<file path="src/rtl/dataram_lsu_ctrl.sv">
// Load/store sequencer between the memory stage and a single-port word RAM.
// Optional misaligned-access trap enabled by defining DATARAM_MISALIGN_TRAP_EN.
module dataram_lsu_ctrl #(
  parameter int WORD = 32,
  parameter int ADDR = 32
) (
  input  logic            clk,
  input  logic            rst,
  input  logic            req_valid,
  output logic            req_ready,
  input  logic            req_we,
  input  logic [2:0]      req_funct3,
  input  logic [ADDR-1:0] req_addr,
  input  logic [WORD-1:0] req_wdata,
  output logic            rsp_valid,
  output logic [WORD-1:0] rsp_rdata,
  output logic            rsp_err,
  output logic [ADDR-1:0] ram_addr,
  output logic            ram_write,
  output logic [WORD-1:0] ram_din,
  input  logic [WORD-1:0] ram_dout
);

  // Request handshake: a request transfers on the rising edge where
  // req_valid and req_ready are both high; req_ready is high only when idle.
  typedef enum logic [2:0] {IDLE, ISSUE, MERGE, LDATA, RESP} state_t;

  state_t          state;
  logic [ADDR-1:0] addr_q;
  logic            we_q;
  logic [2:0]      funct3_q;
  logic [WORD-1:0] wdata_q;

  logic            cap_byte;
  logic            cap_half;
  logic            cap_word;
  logic [7:0]      byte_sel;
  logic [15:0]     half_sel;
  logic [WORD-1:0] load_val;
  logic [WORD-1:0] merged;
  logic            req_misalign;

  // funct3[1:0] alone picks the size; 011/110/111 fall through to word.
  assign cap_byte = (funct3_q[1:0] == 2'b00);
  assign cap_half = (funct3_q[1:0] == 2'b01);
  assign cap_word = funct3_q[1];

  assign req_ready = (state == IDLE);
  assign ram_addr  = {2'b00, addr_q[ADDR-1:2]};

  always_comb begin
    byte_sel = ram_dout[{addr_q[1:0], 3'b000} +: 8];
    half_sel = ram_dout[{addr_q[1], 4'b0000} +: 16];
    load_val = ram_dout;
    if (cap_byte) begin
      load_val = funct3_q[2] ? {24'd0, byte_sel} : {{24{byte_sel[7]}}, byte_sel};
    end else if (cap_half) begin
      load_val = funct3_q[2] ? {16'd0, half_sel} : {{16{half_sel[15]}}, half_sel};
    end
  end

  always_comb begin
    merged = ram_dout;
    if (cap_byte) begin
      merged[{addr_q[1:0], 3'b000} +: 8] = wdata_q[7:0];
    end else if (cap_half) begin
      merged[{addr_q[1], 4'b0000} +: 16] = wdata_q[15:0];
    end else begin
      merged = wdata_q;
    end
  end

  // Reset gates the strobe so an interrupted read-modify-write never lands.
  always_comb begin
    ram_write = 1'b0;
    if (!rst) begin
      ram_write = ((state == ISSUE) && we_q && cap_word) || (state == MERGE);
    end
    ram_din = '0;
    if (ram_write) begin
      ram_din = (state == MERGE) ? merged : wdata_q;
    end
  end

`ifdef DATARAM_MISALIGN_TRAP_EN
  logic rsp_err_q;

  always_comb begin
    req_misalign = 1'b0;
    if (req_funct3[1]) begin
      req_misalign = (req_addr[1:0] != 2'b00);
    end else if (req_funct3[0]) begin
      req_misalign = req_addr[0];
    end
  end

  always_ff @(posedge clk) begin
    if (rst) begin
      rsp_err_q <= 1'b0;
    end else if (state == IDLE && req_valid) begin
      rsp_err_q <= req_misalign;
    end
  end

  assign rsp_err = rsp_err_q;
`else
  assign req_misalign = 1'b0;
  assign rsp_err      = 1'b0;
`endif

  always_ff @(posedge clk) begin
    if (rst) begin
      state     <= IDLE;
      addr_q    <= '0;
      we_q      <= 1'b0;
      funct3_q  <= 3'b000;
      wdata_q   <= '0;
      rsp_valid <= 1'b0;
      rsp_rdata <= '0;
    end else begin
      rsp_valid <= 1'b0;
      case (state)
        IDLE: begin
          if (req_valid) begin
            addr_q    <= req_addr;
            we_q      <= req_we;
            funct3_q  <= req_funct3;
            wdata_q   <= req_wdata;
            rsp_rdata <= '0;
            if (req_misalign) begin
              state     <= RESP;
              rsp_valid <= 1'b1;
            end else begin
              state <= ISSUE;
            end
          end
        end
        ISSUE: begin
          if (we_q && cap_word) begin
            state     <= RESP;
            rsp_valid <= 1'b1;
          end else if (we_q) begin
            state <= MERGE;
          end else begin
            state <= LDATA;
          end
        end
        MERGE: begin
          state     <= RESP;
          rsp_valid <= 1'b1;
        end
        LDATA: begin
          rsp_rdata <= load_val;
          state     <= RESP;
          rsp_valid <= 1'b1;
        end
        RESP: begin
          state <= IDLE;
        end
        default: begin
          state <= IDLE;
        end
      endcase
    end
  end

endmodule

</file>
<file path="config.mk">
export PLATFORM = sky130hd
export DESIGN_NAME = dataram_lsu_ctrl
export DESIGN_NICKNAME = d
export VERILOG_FILES = /design/src/rtl/dataram_lsu_ctrl.sv
export SDC_FILE = /design/constraint.sdc
export NUM_CORES = 1
export LEC_CHECK = 0
export BUFFER_PORTS_ARGS = -buffer_cell sky130_fd_sc_hd__buf_2
export CAP_MARGIN = 40
export CORE_MARGIN = 8
export CORE_UTILIZATION = 35
export DETAILED_ROUTE_END_ITERATION = 10
export GPL_ROUTABILITY_DRIVEN = 0
export GPL_TIMING_DRIVEN = 0
export MAX_ROUTING_LAYER = met4
export PLACE_DENSITY = 0.61
export REMOVE_ABC_BUFFERS = 1
export SLEW_MARGIN = 20
export SYNTH_ARGS = -nofsm -noshare
export SYNTH_HDL_FRONTEND = slang
export SYNTH_SLANG_ARGS = --single-unit
</file>
<file path="constraint.sdc">
create_clock -name clk -period 5.13 [get_ports clk]
set_clock_uncertainty 0.2 [all_clocks]
set_input_delay 0.2565 -clock clk [delete_from_list [all_inputs] [get_ports clk]]
set_output_delay 0.2565 -clock clk [all_outputs]
set_load 0.005 [all_outputs]
</file>
== Yosys cells after proc, flatten, opt, wreduce, memory -nomap -nowiden ==
Index checks and enable logic that the tools add are counted.

* Eq/ne operators: 5
* Shift-type cells: 6
* $add $sub $neg: 2
* Multiplexer cells: 19
* Reduce and logical (&&, ||, !) cells: 10

{| class="wikitable"
|+ Operators with widths
! cell !! number
|-
| two-way mux 32 bit || 9
|-
| bitwise mux 32 bit || 2
|-
| case mux 32 bit (2 select lines) || 1
|-
| variable shift 16 x 7 -> 32 bit (first input constant) || 1
|-
| variable shift 8 x 7 -> 32 bit (first input constant) || 1
|-
| variable part select 16 x 7 -> 32 bit || 1
|-
| variable part select 32 x 6 -> 16 bit || 1
|-
| variable part select 32 x 6 -> 8 bit || 1
|-
| variable part select 8 x 7 -> 32 bit || 1
|-
| negator 5 -> 7 bit || 2
|-
| case mux 3 bit (3 select lines) || 1
|-
| equality test 3 x 2 -> 1 bit (second input constant) || 2
|-
| two-way mux 3 bit || 2
|-
| AND reduction 2 bit || 2
|-
| equality test 3 x 1 -> 1 bit (second input constant) || 1
|-
| logical AND 1 bit || 3
|-
| logical NOT 3 bit || 1
|-
| two-way mux 1 bit || 3
|-
| equality test 2 x 1 -> 1 bit (second input constant) || 1
|-
| logical NOT 2 bit || 1
|-
| != test 2 bit (second input constant) || 1
|-
| case mux 1 bit (2 select lines) || 1
|-
| nonzero test 2 bit || 1
|-
| OR reduction 2 bit || 1
|-
| logical OR 1 bit || 1
|}

* Input bits: 103
* Flip-flop bits (word level): 104
* Output and inout port bits: 100

== Longest topological paths before layout ==
Gate-level depths: netlist (run 1).

* Depth after elaboration: 7
* Gate-level depth with buffers: 9
* Depth with buffers taken out: 6

== Least setup slack after synthesis (run 1) ==
Ideal clock, no wire load.

* Kind: reg2out
* Start: reg addr_q[1]
* End: out ram_din[24]
* Setup slack: 2.314 ns
* Arrival: 2.359 ns
* Stages on the path, launching flop included: 10
* Cells stage by stage: dfxtp_1 buf_2 buf_1 inv_1 ha_1 nor4bb_1 clkbuf_1 a221oi_1 a211o_1 a21oi_1

* Longest elaborated chain between the ends: 7
* Elaborated cells on any way between the ends: 12
* Those cells by class: add/sub: 2; shift: 4; mux: 6

{| class="wikitable"
|+ Ends and longest elaborated chain
! what !! line !! RTL
|-
| start: declaration || 29 || <nowiki>logic [ADDR-1:0] addr_q;</nowiki>
|-
| start signal: assignment || 125 || <nowiki>addr_q <= req_addr;</nowiki>
|-
| negator 5 -> 7 bit || 67 || <nowiki>merged[{addr_q[1], 4'b0000} +: 16] = wdata_q[15:0];</nowiki>
|-
| variable part select 16 x 7 -> 32 bit / variable shift 16 x 7 -> 32 bit (equally long branches) || 67 ||
|-
| bitwise mux 32 bit || 67 ||
|-
| two-way mux 32 bit || 66 || <nowiki>end else if (cap_half) begin</nowiki>
|-
| two-way mux 32 bit (*) || 64 || <nowiki>if (cap_byte) begin</nowiki>
|-
| two-way mux 32 bit (*) || 81 || <nowiki>ram_din = (state == MERGE) ? merged : wdata_q;</nowiki>
|-
| two-way mux 32 bit (*) || 80 || <nowiki>if (ram_write) begin</nowiki>
|-
| end: declaration || 20 || <nowiki>output logic [WORD-1:0] ram_din,</nowiki>
|}

Mark *: on every way between the ends. The rest lies on a longest branch, timed or not.

== Final worst setup path (run 1) ==
Same ends and word-level chain as after synthesis.

==> results.sh, run 1 <==
export IMPL_grt_max_degree=75
export IMPL_min_from="ram_dout[21]"
export IMPL_synthArstFlopShare=0
export IMPL_yosys_area_top_type="dfxtp_1"
export IMPL_hold_violations=0
export IMPL_syn_area_um2=5320
export IMPL_ys_flop_type="dfxtp_1"
export IMPL_cts_resized=0
export IMPL_numCtsBuffers=9
export IMPL_min_to="rsp_rdata[21]$_SDFFE_PP0P_"
export IMPL_io_pins=203
export IMPL_dp_cells=940
export IMPL_final_min_clock_period_ns=3.63
export IMPL_cp_startpoint="addr_q[1]$_SDFFE_PP0P_"
export IMPL_path_clk_slew_ns=0.07
export IMPL_r2r_start="addr_q[1]$_SDFFE_PP0P_"
export IMPL_ff2ff_path_depth=4
export IMPL_dieArea_um2=19400
export IMPL_drc=0
export IMPL_cap_violations=0
export IMPL_final_cell_mix="buf_2, nand2_1, dfxtp_1"
export IMPL_finalSetupViolCount=0
export IMPL_track_usage=0.209
export IMPL_crit_type="reg -> out"
export IMPL_netlist_instances=626
export IMPL_cts_tree="done"
export IMPL_path_max_fanout=33
export IMPL_crit_arrival_ns=3.17
export IMPL_rows=45
export IMPL_crit_path_end_kind="primary output"
export IMPL_syn_to_final_growth_pct=36.2
export IMPL_worstMarginPinSlew_ns=0.847
export IMPL_ys_top_cells_by_area="dfxtp_1, nand2_1, a21oi_1, a22o_1, buf_4"
export IMPL_leakagePower_uw=0.00321
export IMPL_fmax_mhz=275
export IMPL_dpl_hpwl_um=14400
export IMPL_startpoint_type="register"
export IMPL_core_area_um2=15000
export IMPL_ys_seq_area_frac=0.391
export IMPL_rrSetupSlack_ns=2.68
export IMPL_dr_pass1_iters=5
export IMPL_hold_buffers=72
export IMPL_max_slew_margin_rel=0.432
export IMPL_drt_total_wl_um=20100
export IMPL_syn_avg_cell_area_um2=8.50
export IMPL_tns_ns=0
export IMPL_synth_edf_count=0
export IMPL_slowest_delay_ns=0.82
export IMPL_slew_violations=0
export IMPL_crit_path_frequent_cell="buf_2"
export IMPL_outcome="completed"
export IMPL_min_path_cells=2
export IMPL_cts_sinks=104
export IMPL_place_area_um2=6240
export IMPL_clockBufferDepth=2
export IMPL_rsz0062_at_grt="no"
export IMPL_ys_ff_latch=104
export IMPL_fin_util=0.482
export IMPL_path_cells="inv_1, ha_1, nor4bb_1, buf_2, a221oi_1, a211o_1, a21oi_1, buf_2"
export IMPL_synth_top_cell_area_share=0.391
export IMPL_start_util=0.354
export IMPL_drtAntennaViolNets=0
export IMPL_fp_dieW_um=139
export IMPL_htree_levels=3
export IMPL_ir_worst_vdd_mv=0.245
export IMPL_vias_per_cell=5.38
export IMPL_drive_above_1_share=0.298
export IMPL_cp_required_ns=4.67
export IMPL_vias=5534
export IMPL_fp_dieH_um=139
export IMPL_portBuffers=199
export IMPL_clk_latency_ns=0.35
export IMPL_design_area_um2=7250
export IMPL_nFillCells=1459
export IMPL_fin_cells=1029
export IMPL_power_uw=1960
export IMPL_hp_class="in -> reg"
export IMPL_fin_crit_sh=0.708
export IMPL_dr_first_iter_drc_count=261
export IMPL_clock_root_buffer="clkbuf_16"
export IMPL_final_nets=944
export IMPL_grt_pass1_vias=5629
export IMPL_cts_setup_buffers=0
export IMPL_n_antenna_cell=0
export IMPL_overflow=0
export IMPL_powerDensity_nw_per_um2=271
export IMPL_r2r_end="rsp_rdata[10]$_SDFFE_PP0P_"
export IMPL_final_common_cell="buf_2"
export IMPL_grt_pass1_wl_um=31400
export IMPL_crit_slowest_cell="dfxtp_2"
export IMPL_yosysWarnings=0
export IMPL_antenna_found_initial=0
export IMPL_synthDistinctLibCells=46
export IMPL_wl_per_cell_um=19.5
[state kept, by name, summed over array words and instances (netlist names)]
signal and count:
addr_q 32, funct3_q 3, state 3, we_q 1, rsp_rdata 32, rsp_valid 1, wdata_q 32
[kinds of logic after synthesis]
logic type,count (synthesis),synth area share
other,1,0.000705
buffers and inverters,90,0.0931
flip-flops,104,0.391
AO/OA/AOI/OAI,198,0.267
AND/OR/NAND/NOR,200,0.166
adder cells (fa/ha/maj),5,0.0118
multiplexers,28,0.0705
[power breakdown]
part           leakage, uW  internal, uW  switching, uW
sequential        0.000849           855           54.2
clock             0.000126           329            315
combinational      0.00223           195            217
total              0.00321          1380            586
[cell usage after synthesis (5+ instances only)]
cell type and count:
o311ai_0 8, nor2_1 22, a221o_1 23, a2bb2oi_1 7, mux2i_1 15, inv_1 6, nand2_1 144, o22ai_1 7
a31oi_1 10, or3_1 9, a21oi_1 75, mux4_2 7, dfxtp_1 104, mux2_2 6, a22o_1 35, buf_4 34
clkbuf_1 24, o21ai_0 14, a221oi_1 8, buf_2 24, ha_1 5
[cell type report]
type                       instances  area (um2)  area share
clock buffer                      11         233      0.0321
clock inverter                     5        33.8     0.00466
inverter                           7        26.3     0.00363
multi-input combinational        434        2780       0.383
sequential                       104        2080       0.288
tap                              188         235      0.0325
timing repair buffer             280        1860       0.256
[critical path, delay by kind of cell, from the launching register on]
family | cells | cell delay, ns
flip-flops | 1 | 0.82
buffers and inverters | 3 | 0.60
adder cells (fa/ha/maj) | 1 | 0.36
AO/OA/AOI/OAI | 3 | 0.57
AND/OR/NAND/NOR | 1 | 0.47
[how the worst max path moves through the flow]
stage                                    to  slack (ns)  cells past startpoint
global placement    addr_q[26]$_SDFFE_PP0P_        0.50                      4
detailed placement              ram_din[24]        1.75                      8
finish                          ram_din[24]        1.50                      8
global route                    ram_din[24]        1.29                      8
floorplan                       ram_din[24]        1.86                      6
CTS                             ram_din[24]        1.36                      8
[routing by layer]
layer | global-route usage | part of all wire | vias up
met4 | 0.0607 | 0.024 | 0
met1 | 0.262 | 0.45 | 2585
met3 | 0.0592 | 0.087 | 29
li1 | - | - | 2659
met2 | 0.321 | 0.44 | 261
met5 | - | 0 | -
[stage by stage]
stage | hold slack [ns] | setup slack, ns
floorplan | 0.126 | 1.86
global placement | 0.239 | 0.497
detailed placement | 0.245 | 1.75
CTS | 0.00366 | 1.36
global route | 0.0134 | 1.29
finish | 0.0217 | 1.50
Power figures use the tool's default switching activity.
==> inputs of run 2 (changes only) <==
==> constraint.sdc (replaced) <==
create_clock -name clk -period 3.8 [get_ports clk]
set_clock_uncertainty 0.2 [all_clocks]
set_input_delay 0.19 -clock clk [delete_from_list [all_inputs] [get_ports clk]]
set_output_delay 0.19 -clock clk [all_outputs]
set_load 0.005 [all_outputs]
==> run 2 against run 1 <==
  * Critical path depth stayed put
  * Routed wire length increased by 0.74%
  * Via count rose by 1.0%
  * Power rose by 36%
  * Clock power grew 35%
  * Final area is 1.7% higher
  * Non-clock buffer count rose by 12
  * Core utilization grew 0.80 points
  * Flip-flop and latch count unchanged
  * Final cell count up 1.2%
  * Register-to-register slack got worse by 1.3 ns
  * Critical path type unchanged
  * Highest routed layer unchanged
==> results.sh, run 2 (synthesis gave the netlist of run 1 again) <==
export IMPL_outcome="completed"
export IMPL_cp_required_ns=3.41
export IMPL_r2r_start="addr_q[1]$_SDFFE_PP0P_"
export IMPL_drc=0
export IMPL_ff2ff_path_depth=4
export IMPL_crit_arrival_ns=3.17
export IMPL_ir_worst_vdd_mv=0.332
export IMPL_wl_met3_um=1750
export IMPL_wl_met1_um=9020
export IMPL_crit_type="reg -> out"
export IMPL_track_usage=0.210
export IMPL_fin_crit_sh=0.936
export IMPL_dr_first_iter_drc_count=334
export IMPL_rows=45
export IMPL_min_from="ram_dout[2]"
export IMPL_slew_violations=0
export IMPL_power_uw=2660
export IMPL_min_to="rsp_rdata[2]$_SDFFE_PP0P_"
export IMPL_final_min_clock_period_ns=3.56
export IMPL_multi_input_area_um2=2780
export IMPL_dpl_hpwl_um=14400
export IMPL_cts_resized=0
export IMPL_min_path_cells=4
export IMPL_vias_per_cell=5.37
export IMPL_path_max_fanout=33
export IMPL_tns_ns=0
export IMPL_place_area_um2=6240
export IMPL_final_seq_area_um2=2080
export IMPL_wl_per_cell_um=19.4
export IMPL_n_antenna_cell=0
export IMPL_design_area_um2=7370
export IMPL_leakagePower_uw=0.00326
export IMPL_drt_total_wl_um=20200
export IMPL_grt_max_degree=75
export IMPL_max_slew_margin_rel=0.432
export IMPL_clockBufferDepth=2
export IMPL_wl_met2_um=8990
export IMPL_worstMarginPinSlew_ns=0.847
export IMPL_cts_sinks=104
export IMPL_startpoint_type="register"
export IMPL_final_common_cell="buf_2"
export IMPL_dieArea_um2=19400
export IMPL_core_area_um2=15000
export IMPL_syn_to_final_growth_pct=38.4
export IMPL_path_clk_slew_ns=0.07
export IMPL_highest_layer="met4"
export IMPL_drive_above_1_share=0.294
export IMPL_fmax_mhz=281
export IMPL_clk_latency_ns=0.35
export IMPL_rsz0062_at_grt="no"
export IMPL_overflow=0
export IMPL_start_util=0.354
export IMPL_finalSetupViolCount=0
export IMPL_antenna_found_initial=0
export IMPL_final_cell_mix="buf_2, nand2_1, dfxtp_1"
export IMPL_drtAntennaViolNets=0
export IMPL_crit_path_end_kind="primary output"
export IMPL_reg_top3="addr_q (32), rsp_rdata (32), wdata_q (32)"
export IMPL_hold_ws_ns=0.0277
export IMPL_io_pins=203
export IMPL_fin_ws_ns=0.244
export IMPL_cts_tree="done"
export IMPL_clock_root_buffer="clkbuf_16"
export IMPL_cap_violations=0
export IMPL_portBuffers=199
export IMPL_fp_dieW_um=139
export IMPL_vias=5590
export IMPL_numCtsBuffers=9
export IMPL_post_place_ws_ns=0.486
export IMPL_dr_pass1_iters=5
export IMPL_hp_class="in -> reg"
export IMPL_powerDensity_nw_per_um2=362
export IMPL_grt_pass1_vias=5677
export IMPL_r2r_end="rsp_rdata[10]$_SDFFE_PP0P_"
export IMPL_rrSetupSlack_ns=1.35
export IMPL_nFillCells=1445
export IMPL_grt_pass1_wl_um=31600
export IMPL_fp_dieH_um=139
export IMPL_final_nets=956
export IMPL_htree_levels=3
export IMPL_hold_violations=0
run 2: how the worst max path moves through the flow:
stage / from / to / slack [ns] / depth (start not counted)
floorplan: addr_q[1]$_SDFFE_PP0P_ / ram_din[24] / 0.59 / 6
global placement: state[0]$_SDFFE_PP0P_ / addr_q[26]$_SDFFE_PP0P_ / -0.83 / 4
detailed placement: addr_q[0]$_SDFFE_PP0P_ / ram_din[24] / 0.49 / 8
CTS: addr_q[0]$_SDFFE_PP0P_ / ram_din[24] / 0.1 / 8
global route: addr_q[1]$_SDFFE_PP0P_ / ram_din[24] / 0.03 / 8
finish: addr_q[1]$_SDFFE_PP0P_ / ram_din[24] / 0.24 / 8
run 2: layer usage:
layer,GRT usage,vias to the layer above
met1,0.263,2607
met2,0.323,267
met5,-,-
met3,0.0581,27
li1,-,2689
met4,0.0624,0
run 2: layout make-up:
cell class / count / area share
Clock buffer: 11 / 0.0316
Sequential cell: 104 / 0.283
Multi-Input combinational cell: 434 / 0.377
Clock inverter: 5 / 0.00459
Inverter: 7 / 0.00357
Tap cell: 188 / 0.0319
Timing Repair Buffer: 292 / 0.269
run 2: repair_timing:
item	4_1_cts	5_1_grt
hold buffers	84	0
hold endpoints to repair	84	0
setup buffers	0	0
run 2: through the flow:
step | util | instances
floorplan | - | 545
global placement | 0.405 | 932
detailed placement | 0.415 | 940
CTS | 0.489 | 1040
global route | 0.490 | 1041
finish | 0.490 | 1041
run 2: worst max-delay path, cell delays in order (launching register included):
cell and delay [ns]:
dfxtp_2 0.81, inv_1 0.20, ha_1 0.35, nor4bb_1 0.47, buf_2 0.26, a221oi_1 0.09
a211o_1 0.30, a21oi_1 0.18, buf_2 0.14
run 2: where the power goes:
part	total [uW]	switching [uW]	internal [uW]	leakage (uW)
Sequential	1230	73.3	1150	0.000849
Clock	872	428	444	0.000126
Combinational	565	295	271	0.00228
==> inputs of run 3 (changes only) <==
--- a/config.mk
+++ b/config.mk
@@ -13,7 +13,7 @@
 export GPL_ROUTABILITY_DRIVEN = 0
 export GPL_TIMING_DRIVEN = 0
 export MAX_ROUTING_LAYER = met4
-export PLACE_DENSITY = 0.61
+export PLACE_DENSITY_LB_ADDON = 0.08
 export REMOVE_ABC_BUFFERS = 1
 export SLEW_MARGIN = 20
 export SYNTH_ARGS = -nofsm -noshare
==> run 3 against run 2 <==
  * Fmax up 0.35%
  * Count of clock-buffer cells in the layout up 1
  * Critical path type unchanged
  * Flip-flop and latch count unchanged
  * Largest power group unchanged
  * Register-to-register slack better by 0.07 ns
  * Final area up 0.41%
==> results.sh, run 3 (synthesis gave the netlist of run 1 again) <==
export IMPL_outcome="completed"
export IMPL_dieArea_um2=19400
export IMPL_drive_above_1_share=0.295
export IMPL_antenna_found_initial=0
export IMPL_clock_power_share=0.355
export IMPL_fin_cells=1041
export IMPL_fp_dieH_um=139
export IMPL_startpoint_type="register"
export IMPL_drtAntennaViolNets=0
export IMPL_vias=5450
export IMPL_fmax_mhz=282
export IMPL_crit_arrival_ns=3.15
export IMPL_cts_tree="done"
export IMPL_path_max_fanout=33
export IMPL_drt_total_wl_um=19700
export IMPL_p_int_uw=1970
export IMPL_seq_power_share=0.444
export IMPL_dr_first_iter_drc_count=254
export IMPL_crit_type="reg -> out"
export IMPL_rsz0062_at_grt="no"
export IMPL_n_antenna_cell=0
export IMPL_critPathBufInv=3
export IMPL_finalSetupViolCount=0
export IMPL_combPwrFrac=0.201
export IMPL_slowest_delay_ns=0.82
export IMPL_path_cells="inv_1, ha_1, nor4bb_1, buf_2, a221oi_1, a211o_1, a21oi_1, buf_2"
export IMPL_drc=0
export IMPL_track_usage=0.203
export IMPL_dr_pass1_iters=4
export IMPL_rrSetupSlack_ns=1.42
export IMPL_cp_required_ns=3.41
export IMPL_dp_cells=939
export IMPL_final_nets=956
export IMPL_powerDensity_nw_per_um2=373
export IMPL_overflow=0
export IMPL_ir_worst_vdd_mv=0.213
export IMPL_wl_per_cell_um=18.9
export IMPL_clk_latency_ns=0.35
export IMPL_start_util=0.354
export IMPL_power_uw=2760
export IMPL_crit_path_frequent_cell="buf_2"
export IMPL_fp_dieW_um=139
export IMPL_cap_violations=0
export IMPL_io_pins=203
export IMPL_numCtsBuffers=9
export IMPL_crit_slowest_cell="dfxtp_2"
export IMPL_htree_levels=3
export IMPL_p_sw_uw=789
export IMPL_max_slew_margin_rel=0.452
export IMPL_syn_to_final_growth_pct=39.0
export IMPL_final_common_cell="buf_2"
export IMPL_reg_top3="addr_q (32), rsp_rdata (32), wdata_q (32)"
export IMPL_clock_root_buffer="clkbuf_16"
export IMPL_grt_pass1_vias=5665
export IMPL_crit_path_end_kind="primary output"
export IMPL_hp_class="in -> reg"
export IMPL_worstMarginPinSlew_ns=0.821
export IMPL_clockBufferDepth=2
export IMPL_fin_crit_sh=0.932
export IMPL_rows=45
export IMPL_final_cell_mix="buf_2, nand2_1, dfxtp_1"
export IMPL_vias_per_cell=5.24
export IMPL_dpl_hpwl_um=14100
export IMPL_grt_pass1_wl_um=30700
export IMPL_grt_max_degree=75
export IMPL_hold_violations=0
export IMPL_path_clk_slew_ns=0.08
export IMPL_sw_frac_of_total=0.286
export IMPL_leakagePower_uw=0.00328
export IMPL_core_area_um2=15000
export IMPL_cts_sinks=104
export IMPL_nFillCells=1449
export IMPL_slew_violations=0
export IMPL_path_delay_family="flip-flops"
export IMPL_portBuffers=199
export IMPL_final_min_clock_period_ns=3.54
## run 3: cell count changes in the layout (fill, tap and decap cells not counted), sizes merged
cell,previous run,this run
clkbuf,11,13
clkinvlp,2,0
buf,208,207
bufinv,0,1
## run 3: layer usage
layer / up-vias / track usage / part of all wire
met2: 208 / 0.317 / 0.45
met1: 2543 / 0.254 / 0.47
li1: 2672 / - / -
met3: 27 / 0.0451 / 0.060
met4: 0 / 0.0670 / 0.019
met5: - / - / 0
## run 3: through the flow
stage	util	setup slack [ns]	area, um2	setup TNS [ns]	hold WS, ns
CTS	0.490	0.0884	7370	0	0.0113
detailed placement	0.414	0.499	6220	0	0.236
floorplan	-	0.594	4860	0	0.0591
finish	0.492	0.257	7400	0	0.0337
global route	0.492	0.0417	7400	0	0.0321
global placement	0.405	-0.662	6090	-26.90	0.231
## run 3: worst register-to-register path: stages, from the launching register on
cell,delay (ns)
dfxtp_1,0.86
nand3b_1,0.56
mux2i_1,0.31
nand2_1,0.07
a32o_1,0.26
## run 3: layout make-up
| type | count | area [um2] | share of cell area |
|---|---|---|---|
| sequential | 104 | 2080 | 0.282 |
| multi-input combinational | 434 | 2780 | 0.375 |
| timing repair buffer | 292 | 1970 | 0.266 |
| clock inverter | 4 | 52.6 | 0.00711 |
| clock buffer | 12 | 256 | 0.0347 |
| inverter | 7 | 26.3 | 0.00355 |
| tap | 188 | 235 | 0.0318 |
## run 3: power groups by stage
stage | Sequential [uW] | Clock (uW) | Combinational (uW)
finish | 1230 | 978 | 554
global route | 1230 | 1040 | 609
CTS | 1230 | 1000 | 547
detailed placement | 1250 | 0 | 478
global placement | 1250 | 0 | 446
floorplan | 1230 | 0 | 256
## run 3: path summary, 6_finish.rpt
kind,startpoint,to,depth (start not counted)
setup / recovery,addr_q[1]$_SDFFE_PP0P_,ram_din[24],8
setup reg to reg,funct3_q[0]$_SDFFE_PP0P_,rsp_rdata[7]$_SDFFE_PP0P_,4
hold / removal,ram_dout[1],rsp_rdata[1]$_SDFFE_PP0P_,4
hold reg to reg,addr_q[31]$_SDFFE_PP0P_,addr_q[31]$_SDFFE_PP0P_,2
## run 3: timing repair
item | in CTS | in global routing
buffers inserted | 0 | 0
hold buffers | 84 | 0
gates resized for setup | 0 | 0
endpoints found under the hold margin | 84 | 0
